File: src/rtl/fifo8x9_pkg.sv
// Shared constants and types for the 8x9 FIFO control stage.
// Optional almost-flag thresholds apply only with FIFO_ALMOST_FLAGS_EN.
package fifo8x9_pkg;

  localparam int DEPTH  = 8;
  localparam int CNT_W  = 4;
  localparam int DATA_W = 9;
  localparam int AF_LVL = 6;
  localparam int AE_LVL = 2;

  typedef enum logic [1:0] {
    INIT  = 2'd0,
    RUN   = 2'd1,
    FLUSH = 2'd2
  } state_t;

endpackage

File: src/rtl/fifo8x9_occ_cnt.sv
// Up/down occupancy counter with registered full/empty flags.
// Almost flags exist only when FIFO_ALMOST_FLAGS_EN is defined.
module fifo8x9_occ_cnt
  import fifo8x9_pkg::*;
(
  input  logic             clk,
  input  logic             rst,
  input  logic             clr,
  input  logic             inc,
  input  logic             dec,
  output logic [CNT_W-1:0] count,
  output logic             full,
`ifdef FIFO_ALMOST_FLAGS_EN
  output logic             almost_full,
  output logic             almost_empty,
`endif
  output logic             empty
);

  logic [CNT_W-1:0] cnt_d;

  always_comb begin
    cnt_d = count;
    if (clr)
      cnt_d = '0;
    else if (inc && !dec)
      cnt_d = count + 1'b1;
    else if (dec && !inc)
      cnt_d = count - 1'b1;
  end

  // Flags come from the next count so they stay in step with count.
  always_ff @(posedge clk or posedge rst) begin
    if (rst) begin
      count <= '0;
      full  <= 1'b0;
      empty <= 1'b1;
    end else begin
      count <= cnt_d;
      full  <= (cnt_d == CNT_W'(DEPTH));
      empty <= (cnt_d == '0);
    end
  end

`ifdef FIFO_ALMOST_FLAGS_EN
  always_ff @(posedge clk or posedge rst) begin
    if (rst) begin
      almost_full  <= 1'b0;
      almost_empty <= 1'b1;
    end else begin
      almost_full  <= (cnt_d >= CNT_W'(AF_LVL));
      almost_empty <= (cnt_d <= CNT_W'(AE_LVL));
    end
  end
`endif

endmodule

File: src/rtl/fifo8x9_ctrl.sv
// Control stage for the 8x9 FIFO datapath: strobes, occupancy, sticky errors.
// Define FIFO_ALMOST_FLAGS_EN to add almost_full/almost_empty outputs.
module fifo8x9_ctrl
  import fifo8x9_pkg::*;
(
  input  logic             clk,
  input  logic             rst,
  input  logic             push,
  input  logic             pop,
  input  logic             flush,
  input  logic             rd_oe,
  output logic             WrInc,
  output logic             wren,
  output logic             RdInc,
  output logic             rden,
  output logic             WrPtrClr,
  output logic             RdPtrClr,
  output logic             full,
  output logic             empty,
  output logic [CNT_W-1:0] count,
  output logic             rd_valid,
  output logic             ovf,
`ifdef FIFO_ALMOST_FLAGS_EN
  output logic             almost_full,
  output logic             almost_empty,
`endif
  output logic             udf
);

  state_t state, state_d;
  logic   push_acc, pop_acc;
  logic   push_rej, pop_rej;
  logic   clr;

  always_ff @(posedge clk or posedge rst) begin
    if (rst)
      state <= INIT;
    else
      state <= state_d;
  end

  always_comb begin
    state_d  = state;
    clr      = 1'b0;
    push_acc = 1'b0;
    pop_acc  = 1'b0;
    push_rej = 1'b0;
    pop_rej  = 1'b0;
    unique case (state)
      INIT: begin
        clr     = 1'b1;
        state_d = RUN;
      end
      RUN: begin
        // A pop on a full FIFO frees the slot this same push lands in.
        pop_acc  = pop & ~empty;
        push_acc = push & (~full | pop_acc);
        pop_rej  = pop & ~pop_acc;
        push_rej = push & ~push_acc;
        if (flush)
          state_d = FLUSH;
      end
      FLUSH: begin
        clr     = 1'b1;
        state_d = RUN;
      end
      default: begin
        clr     = 1'b1;
        state_d = INIT;
      end
    endcase
  end

  assign WrPtrClr = clr;
  assign RdPtrClr = clr;
  assign WrInc    = push_acc;
  assign wren     = push_acc;
  assign RdInc    = pop_acc;
  assign rden     = rd_oe & (state != INIT);

  always_ff @(posedge clk or posedge rst) begin
    if (rst) begin
      ovf      <= 1'b0;
      udf      <= 1'b0;
      rd_valid <= 1'b0;
    end else begin
      rd_valid <= pop_acc & rd_oe;
      if (state == FLUSH) begin
        ovf <= 1'b0;
        udf <= 1'b0;
      end else begin
        ovf <= ovf | push_rej;
        udf <= udf | pop_rej;
      end
    end
  end

  fifo8x9_occ_cnt u_occ (
    .clk          (clk),
    .rst          (rst),
    .clr          (state == FLUSH),
    .inc          (push_acc),
    .dec          (pop_acc),
    .count        (count),
    .full         (full),
`ifdef FIFO_ALMOST_FLAGS_EN
    .almost_full  (almost_full),
    .almost_empty (almost_empty),
`endif
    .empty        (empty)
  );

endmodule
File: config.mk
export PLATFORM = sky130hd
export DESIGN_NAME = fifo8x9_ctrl
export DESIGN_NICKNAME = d
export VERILOG_FILES = /design/src/rtl/fifo8x9_pkg.sv /design/src/rtl/fifo8x9_occ_cnt.sv /design/src/rtl/fifo8x9_ctrl.sv
export SDC_FILE = /design/constraint.sdc
export NUM_CORES = 1
export LEC_CHECK = 0
export CORE_MARGIN = 10
export CORE_UTILIZATION = 40
export CTS_CLUSTER_DIAMETER = 120
export DETAILED_ROUTE_END_ITERATION = 10
export GPL_TIMING_DRIVEN = 0
export HOLD_SLACK_MARGIN = 0.12
export PLACE_DENSITY = 0.81
export SLEW_MARGIN = 10
export SYNTH_ARGS = -nofsm -noshare
export SYNTH_HDL_FRONTEND = slang
export SYNTH_HIERARCHICAL = 1
export SYNTH_SLANG_ARGS = --single-unit
export TNS_END_PERCENT = 1
File: constraint.sdc
create_clock -name clk -period 2.55 [get_ports clk]
set_input_delay 0.255 -clock clk [delete_from_list [all_inputs] [get_ports clk]]
set_output_delay 0.255 -clock clk [all_outputs]
set_load 0.05 [all_outputs]
# Word-level counts from Yosys, hierarchy flattened
# Cells that the tools add are included.
# totals
ff_bits	11
latchBits	0
ram_bits	0
mem_bits_ro	0
in_bits	6
output_inout_bits	15
word_cells	46
memories	0
# classes
n_addsub	2
n_mul	0
div	0
magnitude_cmp	0
eq_ne	4
shifts	0
n_mux	12
bitwise	13
n_reduce_logical	8
# ops
op	n
2-to-1 mux 4 bit	3
2-to-1 mux 1 bit	7
bitwise AND 1 bit	6
adder 4 x 1 -> 4 bit (second input constant)	1
equality test 4 bit (second input constant)	1
logical NOT 4 bit	1
inverter 1 bit	4
one-hot mux 2 bit (2 select lines)	1
subtractor 4 x 1 -> 4 bit (second input constant)	1
bitwise OR 1 bit	3
equality test 2 x 1 -> 1 bit (second input constant)	1
equality test 2 bit (second input constant)	1
logical AND 1 bit	2
logical NOT 1 bit	2
logical NOT 2 bit	1
2-to-1 mux 2 bit	1
!= test 2 bit (second input constant)	1
nonzero test 2 bit	1
OR reduction 2 bit	1

# Longest topological paths before layout
# logic_depth
ltp_word	11
mapped_depth	8
ltp_nobuf	8

# Hierarchy
# Netlist, hierarchy kept.
# by_module_without_submodules
module	instances	cells_per_inst	area_per_inst_um2	seq_area_each_um2
fifo8x9_occ_cnt	1	36	380.4	151.4
fifo8x9_ctrl	1	26	244.0	125.1

# Worst setup path after synthesis
# No wires, ideal clock.
# synth_path
path_kind	flip-flop to flip-flop
from	register u_occ.empty
to	register u_occ.full
setup_time_ns	0.128
arrival_time_ns	2.458
required_time_ns	2.422
path_slack_ns	-0.036
stages_incl_launch_ff	8
path_buffers	0
period_less_slack_ns	2.586
cell_sequence	dfstp_2 -> nand2b_1 -> a21oi_1 -> and2b_4 -> a22oi_2 -> mux2i_1 -> inv_1 -> o311a_2
# synth_via
elab_chain_len	11
elab_cells_between_ends	14
cone_classes	eq/ne (1); mux (5); bitwise (4); reduce/logical (4)
# synth_rtl
element	line_no	rtl
from (decl)	fifo8x9_occ_cnt.sv:17	output logic empty
from (signal assigned)	fifo8x9_occ_cnt.sv:41	empty <= (cnt_d == '0);
inverter 1 bit *	fifo8x9_ctrl.sv:56	pop_acc = pop & ~empty;
bitwise AND 1 bit *	fifo8x9_ctrl.sv:56	
bitwise OR 1 bit *	fifo8x9_ctrl.sv:57	push_acc = push & (~full | pop_acc);
bitwise AND 1 bit *	fifo8x9_ctrl.sv:57	
2-to-1 mux 1 bit *	fifo8x9_ctrl.sv:49	unique case (state)
via WrInc	fifo8x9_ctrl.sv:12	output logic WrInc,
logical NOT 1 bit	fifo8x9_occ_cnt.sv:28	else if (dec && !inc)
logical AND 1 bit	fifo8x9_occ_cnt.sv:28	
2-to-1 mux 4 bit	fifo8x9_occ_cnt.sv:28	
2-to-1 mux 4 bit *	fifo8x9_occ_cnt.sv:26	else if (inc && !dec)
2-to-1 mux 4 bit *	fifo8x9_occ_cnt.sv:24	if (clr)
via u_occ.cnt_d[3]	fifo8x9_occ_cnt.sv:20	logic [CNT_W-1:0] cnt_d;
equality test 4 bit *	fifo8x9_occ_cnt.sv:40	full <= (cnt_d == CNT_W'(DEPTH));
to (signal assigned)	fifo8x9_occ_cnt.sv:40	
to (decl)	fifo8x9_occ_cnt.sv:12	output logic full,
# Mark *: on every way through the listed nets, which the timed path passes. The rest lies on a longest branch.
# A chain may end at the register's enable or synchronous reset.

# Worst setup path in the final report
# layout_path
from	register state[1]
to	output port WrInc
# layout_via
elab_chain_len	2
# layout_rtl
element	line_no	rtl
from (decl)	fifo8x9_ctrl.sv:30	state_t state, state_d;
from (signal assigned)	fifo8x9_ctrl.sv:39	state <= state_d;
equality test 2 x 1 -> 1 bit	fifo8x9_ctrl.sv:49	
2-to-1 mux 1 bit	fifo8x9_ctrl.sv:49	
to (decl)	fifo8x9_ctrl.sv:12	
# Every way passes these cells.

==> qor.csv <==
stage,metric,value,unit
setup_path,crit_family,buffers and inverters,
placement,dpl.hpwl,1.167,mm
sta,hold_ws,0.2148,ns
die,die_area,3541,um^2
layout,final_area,877.1,um^2
route,drtIter0Drc,6,
route,dr_total_vias,503,
clock_tree,cts.sinks,11,
route,final_antenna_net_count,0,
synthesis,yosysMostFrequentCell,dfrtp_1,
synthesis,netlist-cell-type-count,27,
synthesis,yosysTopAreaCellShare,40.08,%
die,die_w,59.51,um
power,p_leak,0.4199,nW
sta,rsz0062_at_grt,no,
synthesis,synth_area,624.3,um^2
synthesis,syn_inst,62,
job,maxCapViolCount,0,
route,dr.pass1.iters,2,
sta,period_minus_slack,2.366,ns
global_route,grt_pass1_vias,579,
sta,fin_crit_sh,92.77,%
synthesis,ys.flop_type,dfrtp_1,
synthesis,yosys-top-cells-area,"dfrtp_1, mux2i_1, dfstp_2",
setup_path,cp_data_required_time,2.30,ns
layout,fin_util,58.91,%
synthesis,synth_common_cells,"dfrtp_1, inv_1, nor2_1, nand2_1, o21ai_0",
clock_tree,cts_tree,yes,
synthesis,synth-edff-count,0,
setup_path,max_stage_delay,0.86,ns
synthesis,syn_avg_cell_area,10.07,um^2
setup_path,cp.buffers_inverters,1,
status,status,completed,
clock_tree,cts_buffers,3,
sta,slew_headroom,64.96,%
synthesis,synth_top_area_cell,dfrtp_1,
synthesis,ys_seq_area_share,44.29,%
synthesis,yosysWarnings,6,
clock_tree,ctsLongestPathBuffers,2,
setup_path,slowest_stage,clkdlybuf4s50_1,
layout,drive_above_1_share,19.77,%
route,wire_per_inst,13.99,um
die,core,1489,um^2
sta,hold_viol,0,
setup_path,r2r_slack,0.70,ns
power,ir_drop,0.0007031,V
setup_path,arrival,2.11,ns
sta,fmax,422.7,MHz
synthesis,synth.ff_latch_count,11,
setup_path,worst_setup_path_start_kind,flip-flop,
placement,globalplace.congestion,0.7721,
synthesis,syn-num-nets,70,
clock_tree,clkSlewWorstSetupHoldPaths,0.07,ns
die,initial_core_util,41.93,%
route,drt-total-wl,1.427,mm
clock_tree,htree_num_levels,1,
global_route,overflow,0,
placement,port-buffer-count,20,
global_route,grt_first_pass_wirelength,2.539,mm
sta,fin_tns_setup,0,ns
layout,area_delta_synth_final,40.48,%
sta,tightestPinTransition,0.5236,ns
synthesis,async_flop_share,100.0,%
die,io_pins,21,
sta,finalClockSkew,0.005157,ns
route,drc,0,
sta,slew_violations,0,
die,rows,14,
hold_path,hp-class,in2async,
setup_path,cp-end-kind,output pin,
power,power.density,1271,nW/um^2
placement,place_area,848.3,um^2
route,vias_per_cell,4.931,
setup_path,critPathMaxFanout,4,
global_route,track_usage,9.364,%
sta,setup_viol,0,
clock_tree,clock_tree.root_cell,clkbuf_4,
global_route,grt_max_degree,9,
die,die_h,59.51,um
clock_tree,worstSkewPairLatency,0.26,ns
setup_path,crit_type,reg2out,
layout,layout.nets,95,
setup_path,crit_chain,and2b_4 -> nand2_1 -> a21oi_2 -> clkdlybuf4s50_1,
clock_tree,hold_buffers,0,
global_route,antenna_found_initial,0,
layout,n_antenna_cell,0,
[placed cells by master (no fill, tap or decap)]
cell type,instances
and2_1,2
dlymetal6s2s_1,1
nand2b_1,1
inv_2,1
nor4_1,1
dfrtp_1,10
a21oi_2,1
xnor2_1,1
a22oi_2,2
and3_4,1
clkdlybuf4s50_1,19
nor2b_1,2
nor2_4,1
nand3_1,1
ha_1,2
o311a_2,1
and2b_4,2
mux2i_2,1
nor2_1,6
clkbuf_4,3
nor2b_4,1
a21oi_1,1
nor3_1,1
buf_4,2
o21a_1,1
o21ai_0,4
inv_1,7
dfstp_2,1
o311a_1,1
clkbuf_1,1
mux2i_1,3
nand2_1,4
[power by group]
group	internal (mW)	switching (mW)	leakage, nW
clock	0.0604	0.0552	0.0150
sequential	0.241	0.0612	0.137
combinational	0.260	0.438	0.267
total	0.561	0.554	0.420
[per-stage QoR]
| step | power, mW | std cells | setup slack, ns |
|---|---|---|---|
| 6_report | 1.115 | 102 | 0.1844 |
| 3_3_place_gp | 0.9941 | 98 | 0.1839 |
| 5_1_grt | 1.204 | 102 | 0.09336 |
| 3_5_place_dp | 1.009 | 98 | 0.1694 |
| 4_1_cts | 1.133 | 102 | 0.05776 |
| 2_1_floorplan | 0.7999 | 62 | 0.3894 |
[layer usage]
layer / global-route usage [%] / part of all wire [%]
met5: 0 / 0
met3: 6.009 / 12
met1: 9.705 / 39
met4: 4.487 / 0
met2: 14.41 / 49
[cells by family after synthesis]
group	Yosys count	share of synthesized area (%)
AND/OR/NAND/NOR	23	22.64
AO/OA/AOI/OAI	11	13.43
buffers and inverters	10	7.214
XOR/XNOR	1	1.403
flip-flops	11	44.29
adder cells (fa/ha/maj)	2	4.007
multiplexers	4	7.014
[layout make-up]
cell class | count | area, um^2
Timing Repair Buffer | 20 | 202.7
Buffer | 2 | 15.01
Fill cell | 136 | 611.8
Inverter | 8 | 30.03
Sequential cell | 11 | 276.5
Multi-Input combinational cell | 41 | 306.5
Clock buffer | 4 | 26.28
Tap cell | 16 | 20.02
[state kept, by name, indices dropped and copies added, names as in the netlist]
name / cells
rd_valid: 1
u_occ/empty: 1
u_occ/full: 1
u_occ/count: 4
ovf: 1
state: 2
udf: 1
[worst paths after layout]
| check | startpoint | to | depth (start not counted) |
|---|---|---|---|
| worst min-delay path | rst | ovf | 2 |
| min in group clk | ovf | ovf | 2 |
| worst min register to register | ovf | ovf | 2 |
| max in group asynchronous | rst | u_occ/empty | 2 |
| worst max register to register | state[1] | u_occ/full | 7 |
| worst max-delay path | state[1] | WrInc | 4 |
[worst reg2reg max path: stages (launching register included)]
cell and delay (ns):
dfrtp_1 0.41, and2b_4 0.28, nand2_1 0.08, a21oi_2 0.22, nor2b_4 0.10, a22oi_2 0.22
mux2i_2 0.28, o311a_2 0.21
[repair_timing]
item	in CTS	in global routing
setup endpoints to repair	0	1
buffers inserted	0	0
resized for setup	0	1
Note: power is estimated with default switching activity, not from simulation.
